**config.mk**
```make
export PLATFORM = sky130hd
export DESIGN_NAME = if_segment_reg
export DESIGN_NICKNAME = d
export VERILOG_FILES = /design/src/rtl/if_segment_reg.sv
export SDC_FILE = /design/constraint.sdc
export NUM_CORES = 1
export LEC_CHECK = 0
export BUFFER_PORTS_ARGS = -buffer_cell sky130_fd_sc_hd__buf_2
export CAP_MARGIN = 20
export CORE_MARGIN = 2
export CORE_UTILIZATION = 42
export CTS_BUF_LIST = sky130_fd_sc_hd__clkbuf_8
export DETAILED_ROUTE_END_ITERATION = 10
export GPL_ROUTABILITY_DRIVEN = 0
export HOLD_SLACK_MARGIN = 0.08
export PLACE_DENSITY = 0.83
export SLEW_MARGIN = 5
export SYNTH_ARGS = -nofsm -noshare
export SYNTH_HDL_FRONTEND = slang
export SYNTH_SLANG_ARGS = --single-unit
```
**constraint.sdc**
```tcl
create_clock -name clk -period 2.65 [get_ports clk]
set_input_delay 0.1325 -clock clk [delete_from_list [all_inputs] [get_ports clk]]
set_output_delay 0.1325 -clock clk [all_outputs]
set_load 0.1 [all_outputs]
```
**src/rtl/if_segment_reg.sv**
```systemverilog
// Fetch stage: program counter plus the IF/ID segment register, with
// stall/flush/valid tracking and a debug count of instructions accepted into ID.
module if_segment_reg #(
    parameter int unsigned      WIDTH    = 32,
    parameter logic [WIDTH-1:0] RESET_PC = 32'h0000_3000,
    parameter logic [WIDTH-1:0] NOP      = 32'h0000_0013
) (
    input  logic             clk,
    input  logic             rst,
    input  logic             stall,
    input  logic             flush,
    input  logic [WIDTH-1:0] npc,
    input  logic [WIDTH-1:0] inst_in,
    output logic [WIDTH-1:0] pc,
    output logic [WIDTH-1:0] pc_plus4,
    output logic [WIDTH-1:0] pc_id,
    output logic [WIDTH-1:0] pc4_id,
    output logic [WIDTH-1:0] inst_id,
    output logic             valid_id,
    output logic [31:0]      fetch_cnt
);

    typedef struct packed {
        logic [WIDTH-1:0] pc;
        logic [WIDTH-1:0] pc4;
        logic [WIDTH-1:0] inst;
        logic             valid;
    } id_slot_t;

    localparam id_slot_t BUBBLE = '{pc: '0, pc4: '0, inst: NOP, valid: 1'b0};

    logic     pc_en;
    logic     id_load;
    id_slot_t id_q;
    id_slot_t id_d;

    // A flush redirects fetch even while stalled: the held instruction is wrong-path.
    assign pc_en   = !stall || flush;
    assign id_load = !stall && !flush;

    assign pc_plus4 = pc + WIDTH'(4);

    always_ff @(posedge clk) begin
        if (rst)
            pc <= RESET_PC;
        else if (pc_en)
            pc <= {npc[WIDTH-1:2], 2'b00};
    end

    always_comb begin
        id_d = id_q;
        if (flush)
            id_d = BUBBLE;
        else if (id_load)
            id_d = '{pc: pc, pc4: pc_plus4, inst: inst_in, valid: 1'b1};
    end

    always_ff @(posedge clk) begin
        if (rst)
            id_q <= BUBBLE;
        else
            id_q <= id_d;
    end

    always_ff @(posedge clk) begin
        if (rst)
            fetch_cnt <= '0;
        else if (id_load)
            fetch_cnt <= fetch_cnt + 32'd1;
    end

    assign pc_id    = id_q.pc;
    assign pc4_id   = id_q.pc4;
    assign inst_id  = id_q.inst;
    assign valid_id = id_q.valid;

endmodule

```
==> results of run 1 <==
==> worst max path at each step <==
| stage | slack (ns) | to | depth (start not counted) | start |
|---|---|---|---|---|
| after floorplan | -0.02 | pc4_id[18] | 6 | pc[10] |
| after global placement | 0.30 | pc_plus4[28] | 6 | pc[2] |
| after detailed placement | 0.26 | pc_plus4[28] | 6 | pc[2] |
| after CTS | 0.0005 | pc_plus4[28] | 5 | pc[14] |
| after global routing | -0.02 | pc_plus4[28] | 5 | pc[8] |
| final | 0.05 | pc_plus4[28] | 5 | pc[16] |
==> state kept, by name (all words and copies together) (netlist names) <==
| register | count |
|---|---|
| valid_id | 1 |
| pc4_id | 30 |
| pc | 30 |
| inst_id | 32 |
| pc_id | 30 |
| fetch_cnt | 32 |
==> cells in the final DEF, fill, tap and decap left out, types with 14 or more instances in the layout <==
| master | Yosys | routed |
|---|---|---|
| a21oi_1 | 52 | 52 |
| buf_2 | 3 | 238 |
| buf_4 | 8 | 42 |
| clkbuf_8 | 0 | 17 |
| dfxtp_1 | 155 | 132 |
| dfxtp_4 | 0 | 14 |
| dlygate4sd3_1 | 0 | 62 |
| mux2i_1 | 61 | 61 |
| nand2_1 | 107 | 99 |
| nand3_1 | 15 | 15 |
| nand4_1 | 23 | 23 |
| nor2_1 | 79 | 77 |
| o21ai_0 | 31 | 30 |
| o31ai_1 | 17 | 16 |
==> synth_stat cells, drive strengths merged, types with 4 or more instances <==
cell type	n	area [µm²]
or3	10	62.6
nor2	79	297
or4	16	124
o211a	6	60.1
nand3	16	85.1
and4	11	97.6
xor2	16	140
o31ai	17	128
o21ba	5	50.1
mux2i	61	611
xnor2	10	87.6
nor4	4	25.0
dfxtp	155	3100
nand3b	4	30.0
nor3	11	55.1
nand2b	9	56.3
o21ai	31	155
and3	8	51.3
nand2	107	402
clkbuf	37	139
nand4	24	156
inv	5	18.8
a31oi	11	68.8
a21oi	52	260
or2	4	25.0
buf	23	128
==> per-stage QoR <==
stage                     total power (W)  std cells   util  worst slack (ns)
after floorplan                   0.00360        761      -           -0.0158
after global placement            0.00385       1177  0.549             0.302
after detailed placement          0.00386       1178  0.550             0.261
after CTS                         0.00582       1276  0.625          0.000469
after global routing              0.00600       1297  0.638           -0.0174
final                             0.00582       1297  0.638            0.0522
==> worst register-to-register path, stage by stage, from the launching register on <==
cell and delay, ns:
dfxtp_1 0.43, and4_1 0.35, nand4_1 0.43, nor4_1 0.44, mux2_2 0.38
==> area by class of cell <==
class	instances	area, µm²
multi-input cells	542	3540
flip-flops and latches	155	3170
repair buffers	353	2330
fillers	1227	5520
clock buffers	17	234
well taps	211	264
inverters	5	18.8
clock inverters	14	181
==> logic make-up after synthesis <==
family                   Yosys count  share of synthesized area
buffers and inverters             65                     0.0432
flip-flops                       155                      0.470
AND/OR/NAND/NOR                  312                      0.233
adder cells (fa/ha/maj)            2                    0.00379
XOR/XNOR                          26                     0.0345
other                              1                   0.000568
multiplexers                      62                     0.0941
AO/OA/AOI/OAI                    131                      0.121
==> routing by layer <==
layer,track usage,wire length (µm),vias up
met2,0.437,10800,294
met3,0.0661,1690,56
li1,-,-,3277
met1,0.312,8880,3303
met4,0.0974,735,0
met5,0,0,-
==> where the power goes <==
group	switching, W	internal, W	total (W)
clock	0.000891	0.00101	0.00190
sequential	0.0000857	0.00240	0.00249
combinational	0.00110	0.000336	0.00144
total	0.00208	0.00375	0.00582
==> what timing repair did <==
| action | in CTS | in global routing |
|---|---|---|
| hold buffers | 62 | 0 |
| cloned | 1 | 0 |
| buffers inserted | 4 | 21 |
| resized for setup | 16 | 13 |
| pin swaps | 2 | 5 |
| endpoints found under the setup margin | 10 | 13 |
| hold endpoints to repair | 62 | 0 |
==> metrics.cfg, run 1 <==
[sta]
tightest_slew_ns = 0.752
max_clock_freq_mhz = 385
rsz0062_at_grt = yes
finalSetupTns_ns = 0
hold_viol = 0
setup_viol = 0
fin_crit_sh = 0.980
hold_slack_ns = 0.148
finalMaxSlewViolations = 0
slew_headroom = 0.498
finClkSkew_ns = 0.0150
finalCriticalPeriod_ns = 2.60

[clocking]
clkLatencyLatePin_ns = 0.46
cts_max_level = 4
cts.reportedPaths.clkPinSlew_ns = 0.08
cts_root_buf = clkbuf_8
cts_tree = done
numClockSinks = 155
clockBufferDepth = 2
cts_made_buffers = 17

[job]
maxCapViolCount = 0

[critical_path]
r2r-end = fetch_cnt[31]
worst-path-max-fanout = 9
r2r_start = fetch_cnt[10]
start_kind = flop
reg2reg_slack_ns = 0.52
crit_slowest_cell = or4_4
crit_type = flop to primary output
reg2reg_depth = 4
arrival_ns = 2.47
required_ns = 2.52
critPathMaxStageDelay_ns = 0.60
crit_chain = nand4_1, or4_4, or4_4, nand2_4, buf_12
worst-path-buf-inv = 1
end_kind = primary output
critPathTopFamily = simple AND/OR/NAND/NOR gates
cp_common_cell = or4_4

[global_route]
antenna_found_initial = 0
grt_usage = 0.256
grt_overflow = 0
grt_pass1_vias = 6460
grt_pass1_wl_um = 33400
grt_max_degree = 46

[floorplanning]
coreArea_um2 = 15300
rows = 45
start_util = 0.433
die_h_um = 129
io_pins = 261
dieArea_um2 = 16700
die_w_um = 129

[route]
wirelength_um = 22100
route.vias.total = 6930
wire_per_inst_um = 17.1
vias_per_cell = 5.34
drc_errors = 0
drtAntennaViolNets = 0
dr.pass1.iters = 5
drt_iter0_drc = 562

[power_and_ir_drop]
vdd_ir_drop_max_mv = 0.487
p_leak_nw = 4.51
p_per_area_nw_per_um2 = 598

[yosys]
synth_seq_cells = 155
synthDistinctLibCells = 50
syn_inst = 754
synthFlopType = dfxtp_1
synth_edf_count = 0
synth-async-reset-ratio = 0
ys_warn_count = 0
syn_area_per_cell_um2 = 8.76
synth_seq_area_share = 0.470
synth_area_um2 = 6610

[placed_design]
dpl_cell_area_um2 = 8400
dp_hpwl_um = 14300
io_buffers = 250

[layout]
num_antenna_cells = 0
drive_gt1_frac = 0.360
final_area_um2 = 9730
fin_nets = 1144
area_delta_synth_final_pct = 47.3

[worst_hold_path]
hold_class = input port to flop
whs_path_depth = 3
min_from = flush
hold_path_end = fetch_cnt[1]

[outcome]
outcome = complete, no violations

Note: power is estimated with default switching activity, not from simulation.
==> run 2, diff against run 1 <==
Settings changed: PLACE_DENSITY 0.83 to 0.71.
==> run 2 against run 1 <==
Effect of this change: die area stayed put; flip-flop and latch count stayed put; hold slack worse by 0.015 ns; worst setup slack worse by 0.010 ns; sequential share of layout area hardly changed; final area is 0.44% lower; core utilization is 0.28 points lower; cell count stayed put; first-iteration DRC count is 15% lower.
==> metrics.cfg, run 2 (synthesis gave the netlist of run 1 again) <==
[outcome]
outcome = complete, no violations

[critical_path]
crit_type = flop to primary output
worst-path-max-fanout = 9  ; unchanged
end_kind = primary output
reg2reg_depth = 4  ; unchanged
arrival_ns = 2.48  ; about the same
start_kind = flop
required_ns = 2.52  ; about the same

[layout]
num_antenna_cells = 0  ; unchanged
drive_gt1_frac = 0.362  ; +0.00184
final_cell_count_no_fill = 1297  ; unchanged
final_area_um2 = 9690  ; -0.44%
final_common_cell = buf_2
fin_nets = 1143  ; -0.087%
area_delta_synth_final_pct = 46.7
final_cell_mix = 236 x buf_2, 132 x dfxtp_1, 99 x nand2_1, 77 x nor2_1, 62 x dlygate4sd3_1
fill_cells = 1272  ; +3.7%

[sta]
finalSetupTns_ns = 0  ; unchanged
rsz0062_at_grt = yes
slew_headroom = 0.292  ; -0.206
fin_crit_sh = 0.984  ; +0.00385
finalCriticalPeriod_ns = 2.61  ; +0.0102 ns
max_clock_freq_mhz = 383  ; -0.39%
setup_viol = 0  ; unchanged
finalMaxSlewViolations = 0  ; unchanged
tightest_slew_ns = 1.06  ; +0.306 ns
finClkSkew_ns = 0.0131  ; -0.00189 ns
fin_ws_ns = 0.0420  ; -0.0102 ns
hold_viol = 0  ; unchanged

[route]
drt_iter0_drc = 480  ; -15%
vias_per_cell = 5.22  ; -2.3%
wire_per_inst_um = 16.5  ; -3.2%
drc_errors = 0  ; unchanged
wirelength_um = 21400  ; -3.2%
route.vias.total = 6769  ; -2.3%
dr.pass1.iters = 5  ; unchanged
drtAntennaViolNets = 0  ; unchanged

[floorplanning]
coreArea_um2 = 15300  ; unchanged
dieArea_um2 = 16700  ; unchanged
start_util = 0.433  ; unchanged
die_h_um = 129  ; unchanged
io_pins = 261  ; unchanged
rows = 45  ; unchanged
die_w_um = 129  ; unchanged

[global_route]
grt_usage = 0.251  ; -0.00533
grt_max_degree = 55  ; +20%
antenna_found_initial = 0  ; unchanged
grt_overflow = 0  ; unchanged
grt_pass1_wl_um = 32500  ; -2.7%
grt_pass1_vias = 6199  ; -4.0%

[worst_hold_path]
hold_class = input port to flop
whs_path_depth = 3  ; unchanged

[placed_design]
dpl_cell_area_um2 = 8360  ; -0.51%
dp_hpwl_um = 14200  ; -0.17%
place_ws_ns = 0.349  ; +0.0886 ns
io_buffers = 250  ; unchanged
place_inst = 1177  ; -0.085%

[clocking]
cts.reportedPaths.clkPinSlew_ns = 0.09  ; about the same
cts_root_buf = clkbuf_8
clockBufferDepth = 2  ; unchanged
cts_tree = done
clkLatencyLatePin_ns = 0.46  ; about the same
numClockSinks = 155  ; unchanged
cts_made_buffers = 17  ; unchanged
cts_max_level = 4  ; unchanged

[power_and_ir_drop]
p_total_w = 0.00580  ; -0.38%
p_leak_nw = 4.48  ; -0.70%
p_per_area_nw_per_um2 = 599  ; about the same
vdd_ir_drop_max_mv = 0.524  ; +7.5%

[job]
maxCapViolCount = 0  ; unchanged

## run 2: routing by layer
metal  GRT usage  wire length (µm)  part of all wire  vias up
li1            -                 -                 -     3282
met5           0                 0                 0        -
met2       0.421             10500              0.49      273
met4      0.0961               597             0.028        0
met3      0.0615              1410             0.066       42
met1       0.313              8860              0.41     3172
## run 2: path summary, 6_finish.rpt
path / to / start / slack [ns]
worst min register to register: pc4_id[4] / pc4_id[4] / 0.45
worst max-delay path: pc_plus4[28] / pc[16] / 0.04
worst max register to register: fetch_cnt[31] / fetch_cnt[11] / 0.47
worst min-delay path: pc_id[2] / flush / 0.13
## run 2: layout make-up
type                            instances  area (µm²)  area share
Multi-Input combinational cell        542        3530       0.364
Sequential cell                       155        3160       0.326
Timing Repair Buffer                  352        2300       0.237
Tap cell                              211         264      0.0272
Clock buffer                           17         234      0.0241
Clock inverter                         15         188      0.0194
Inverter                                5        18.8     0.00194
## run 2: through the flow
step / hold slack, ns / utilization
3_5_place_dp: 0.354 / 0.548
5_1_grt: 0.182 / 0.635
4_1_cts: 0.0974 / 0.623
3_3_place_gp: 0.343 / 0.548
2_1_floorplan: 0.257 / -
6_report: 0.133 / 0.635
## run 2: worst max-delay path, cell delays in order (launching register included)
cell and delay [ns]:
dfxtp_4 0.40, nand4_1 0.17, or4_4 0.63, or4_4 0.56
nand2_4 0.08, buf_12 0.17
## run 2: power breakdown
group	switching [W]	internal [W]
clock	0.000944	0.000947
sequential	0.0000862	0.00240
combinational	0.00109	0.000330
## run 2: repair_timing
action / CTS / global route
hold endpoints to repair: 62 / 0
setup buffers: 6 / 19
gates cloned: 1 / 0
endpoints found under the setup margin: 8 / 16
gates resized for setup: 16 / 12
pin swaps: 4 / 8
hold buffers: 62 / 0
==> run 3, diff against run 2 <==
Settings changed: BUFFER_PORTS_ARGS -buffer_cell sky130_fd_sc_hd__buf_2 to -buffer_cell sky130_fd_sc_hd__buf_4.
==> run 3 against run 2 <==
Effect of this change: flip-flop and latch count unchanged; cell count increased by 0.23%; maximum frequency is 1.8% higher; hold slack gained 0.30 ns; worst setup slack better by 0.045 ns; via count is 0.25% lower; clock power rose by 9%; combinational power is 7% higher; largest power group unchanged.
==> metrics.cfg, run 3 (synthesis gave the netlist of run 1 again) <==
[placed_design]
io_buffers = 250  ; unchanged
place_ws_ns = 0.275  ; -0.0743 ns
dp_hpwl_um = 14500  ; +1.8%
place_inst = 1183  ; +0.51%
dpl_cell_area_um2 = 8920  ; +6.8%

[worst_hold_path]
hold_class = input port to flop

[route]
dr.pass1.iters = 5  ; unchanged
route.vias.total = 6752  ; -0.25%
wirelength_um = 22000  ; +2.6%
drt_iter0_drc = 495  ; +3.1%
wire_per_inst_um = 16.9  ; +2.4%
vias_per_cell = 5.19  ; -0.48%
drc_errors = 0  ; unchanged
drtAntennaViolNets = 0  ; unchanged

[critical_path]
required_ns = 2.52  ; about the same
end_kind = primary output
worst-path-max-fanout = 8  ; -1
reg2reg_slack_ns = 0.53  ; +0.06 ns
crit_type = flop to primary output
arrival_ns = 2.43  ; -0.05 ns
start_kind = flop

[floorplanning]
io_pins = 261  ; unchanged
die_w_um = 129  ; unchanged
start_util = 0.433  ; unchanged
rows = 45  ; unchanged
coreArea_um2 = 15300  ; unchanged
dieArea_um2 = 16700  ; unchanged
die_h_um = 129  ; unchanged

[layout]
area_delta_synth_final_pct = 56.6
final_area_um2 = 10300  ; +6.7%
final_cell_mix = 270 x buf_4, 132 x dfxtp_1, 99 x nand2_1, 80 x dlygate4sd3_1, 77 x nor2_1
num_antenna_cells = 0  ; unchanged
drive_gt1_frac = 0.345  ; -0.0166
final_common_cell = buf_4
final_cell_count_no_fill = 1300  ; +0.23%
fin_nets = 1147  ; +0.35%

[sta]
setup_viol = 0  ; unchanged
tightest_slew_ns = 0.973  ; -0.0859 ns
finalCriticalPeriod_ns = 2.56  ; -0.0453 ns
finClkSkew_ns = 0.0140  ; +0.000903 ns
hold_slack_ns = 0.434  ; +0.301 ns
fin_ws_ns = 0.0873  ; +0.0453 ns
fin_crit_sh = 0.967  ; -0.0171
hold_viol = 0  ; unchanged
finalMaxSlewViolations = 0  ; unchanged
max_clock_freq_mhz = 390  ; +1.8%
slew_headroom = 0.352  ; +0.0599

[global_route]
grt_pass1_vias = 6241  ; +0.68%
grt_overflow = 0  ; unchanged
grt_pass1_wl_um = 33700  ; +3.7%
grt_usage = 0.258  ; +0.00720
grt_max_degree = 62  ; +13%
antenna_found_initial = 0  ; unchanged

[clocking]
clockBufferDepth = 2  ; unchanged
clkLatencyLatePin_ns = 0.45  ; about the same
numClockSinks = 155  ; unchanged
cts_made_buffers = 17  ; unchanged
cts_max_level = 4  ; unchanged
cts_root_buf = clkbuf_8
cts.reportedPaths.clkPinSlew_ns = 0.09  ; about the same
cts_tree = done

[power_and_ir_drop]
p_per_area_nw_per_um2 = 586  ; -2.1%
p_total_w = 0.00606  ; +4.5%
vdd_ir_drop_max_mv = 0.338  ; -35%
p_leak_nw = 4.60  ; +2.7%

[job]
maxCapViolCount = 0  ; unchanged

[outcome]
outcome = complete, no violations

-- run 3: through the flow --
step	utilization	TNS, ns
5_1_grt	0.678	-0.0243
3_5_place_dp	0.585	0
4_1_cts	0.675	0
2_1_floorplan	-	-0.0158
6_report	0.678	0
3_3_place_gp	0.585	0
-- run 3: where the power goes --
| part | total [W] | internal, W | switching [W] |
|---|---|---|---|
| clock | 0.00206 | 0.00116 | 0.000897 |
| sequential | 0.00249 | 0.00240 | 0.0000856 |
| combinational | 0.00152 | 0.000412 | 0.00110 |
-- run 3: area by class of cell --
| cell class | count | area, µm² |
|---|---|---|
| clock buffers | 19 | 262 |
| clock inverters | 12 | 195 |
| fillers | 1222 | 4910 |
| inverters | 5 | 18.8 |
| multi-input cells | 542 | 3530 |
| flip-flops and latches | 155 | 3150 |
| well taps | 211 | 264 |
| repair buffers | 356 | 2930 |
-- run 3: final timing paths --
kind           startpoint            end  cells past startpoint
min reg2reg     pc4_id[6]      pc4_id[6]                      2
max reg2reg  fetch_cnt[9]  fetch_cnt[31]                      4
min               npc[12]         pc[12]                      4
max                pc[11]   pc_plus4[28]                      5
-- run 3: per-layer routing --
metal | share of wire | vias up | track usage
met4 | 0.032 | 0 | 0.108
met2 | 0.48 | 209 | 0.425
met3 | 0.051 | 43 | 0.0549
li1 | - | 3281 | -
met5 | 0 | - | 0
met1 | 0.43 | 3219 | 0.331
-- run 3: repair_timing --
| item | CTS | global route |
|---|---|---|
| endpoints found under the hold margin | 66 | 0 |
| buffers inserted | 4 | 1 |
| gates resized for setup | 18 | 11 |
| endpoints found under the setup margin | 6 | 10 |
| cloned | 1 | 0 |
| pin swaps | 2 | 2 |
| hold buffers | 80 | 0 |
-- run 3: worst max-delay path, stage by stage (launching register included) --
cell and delay (ns):
dfxtp_4 0.42, nand4_4 0.16, or4_4 0.62, or4_4 0.52, nand2_4 0.09, buf_12 0.17
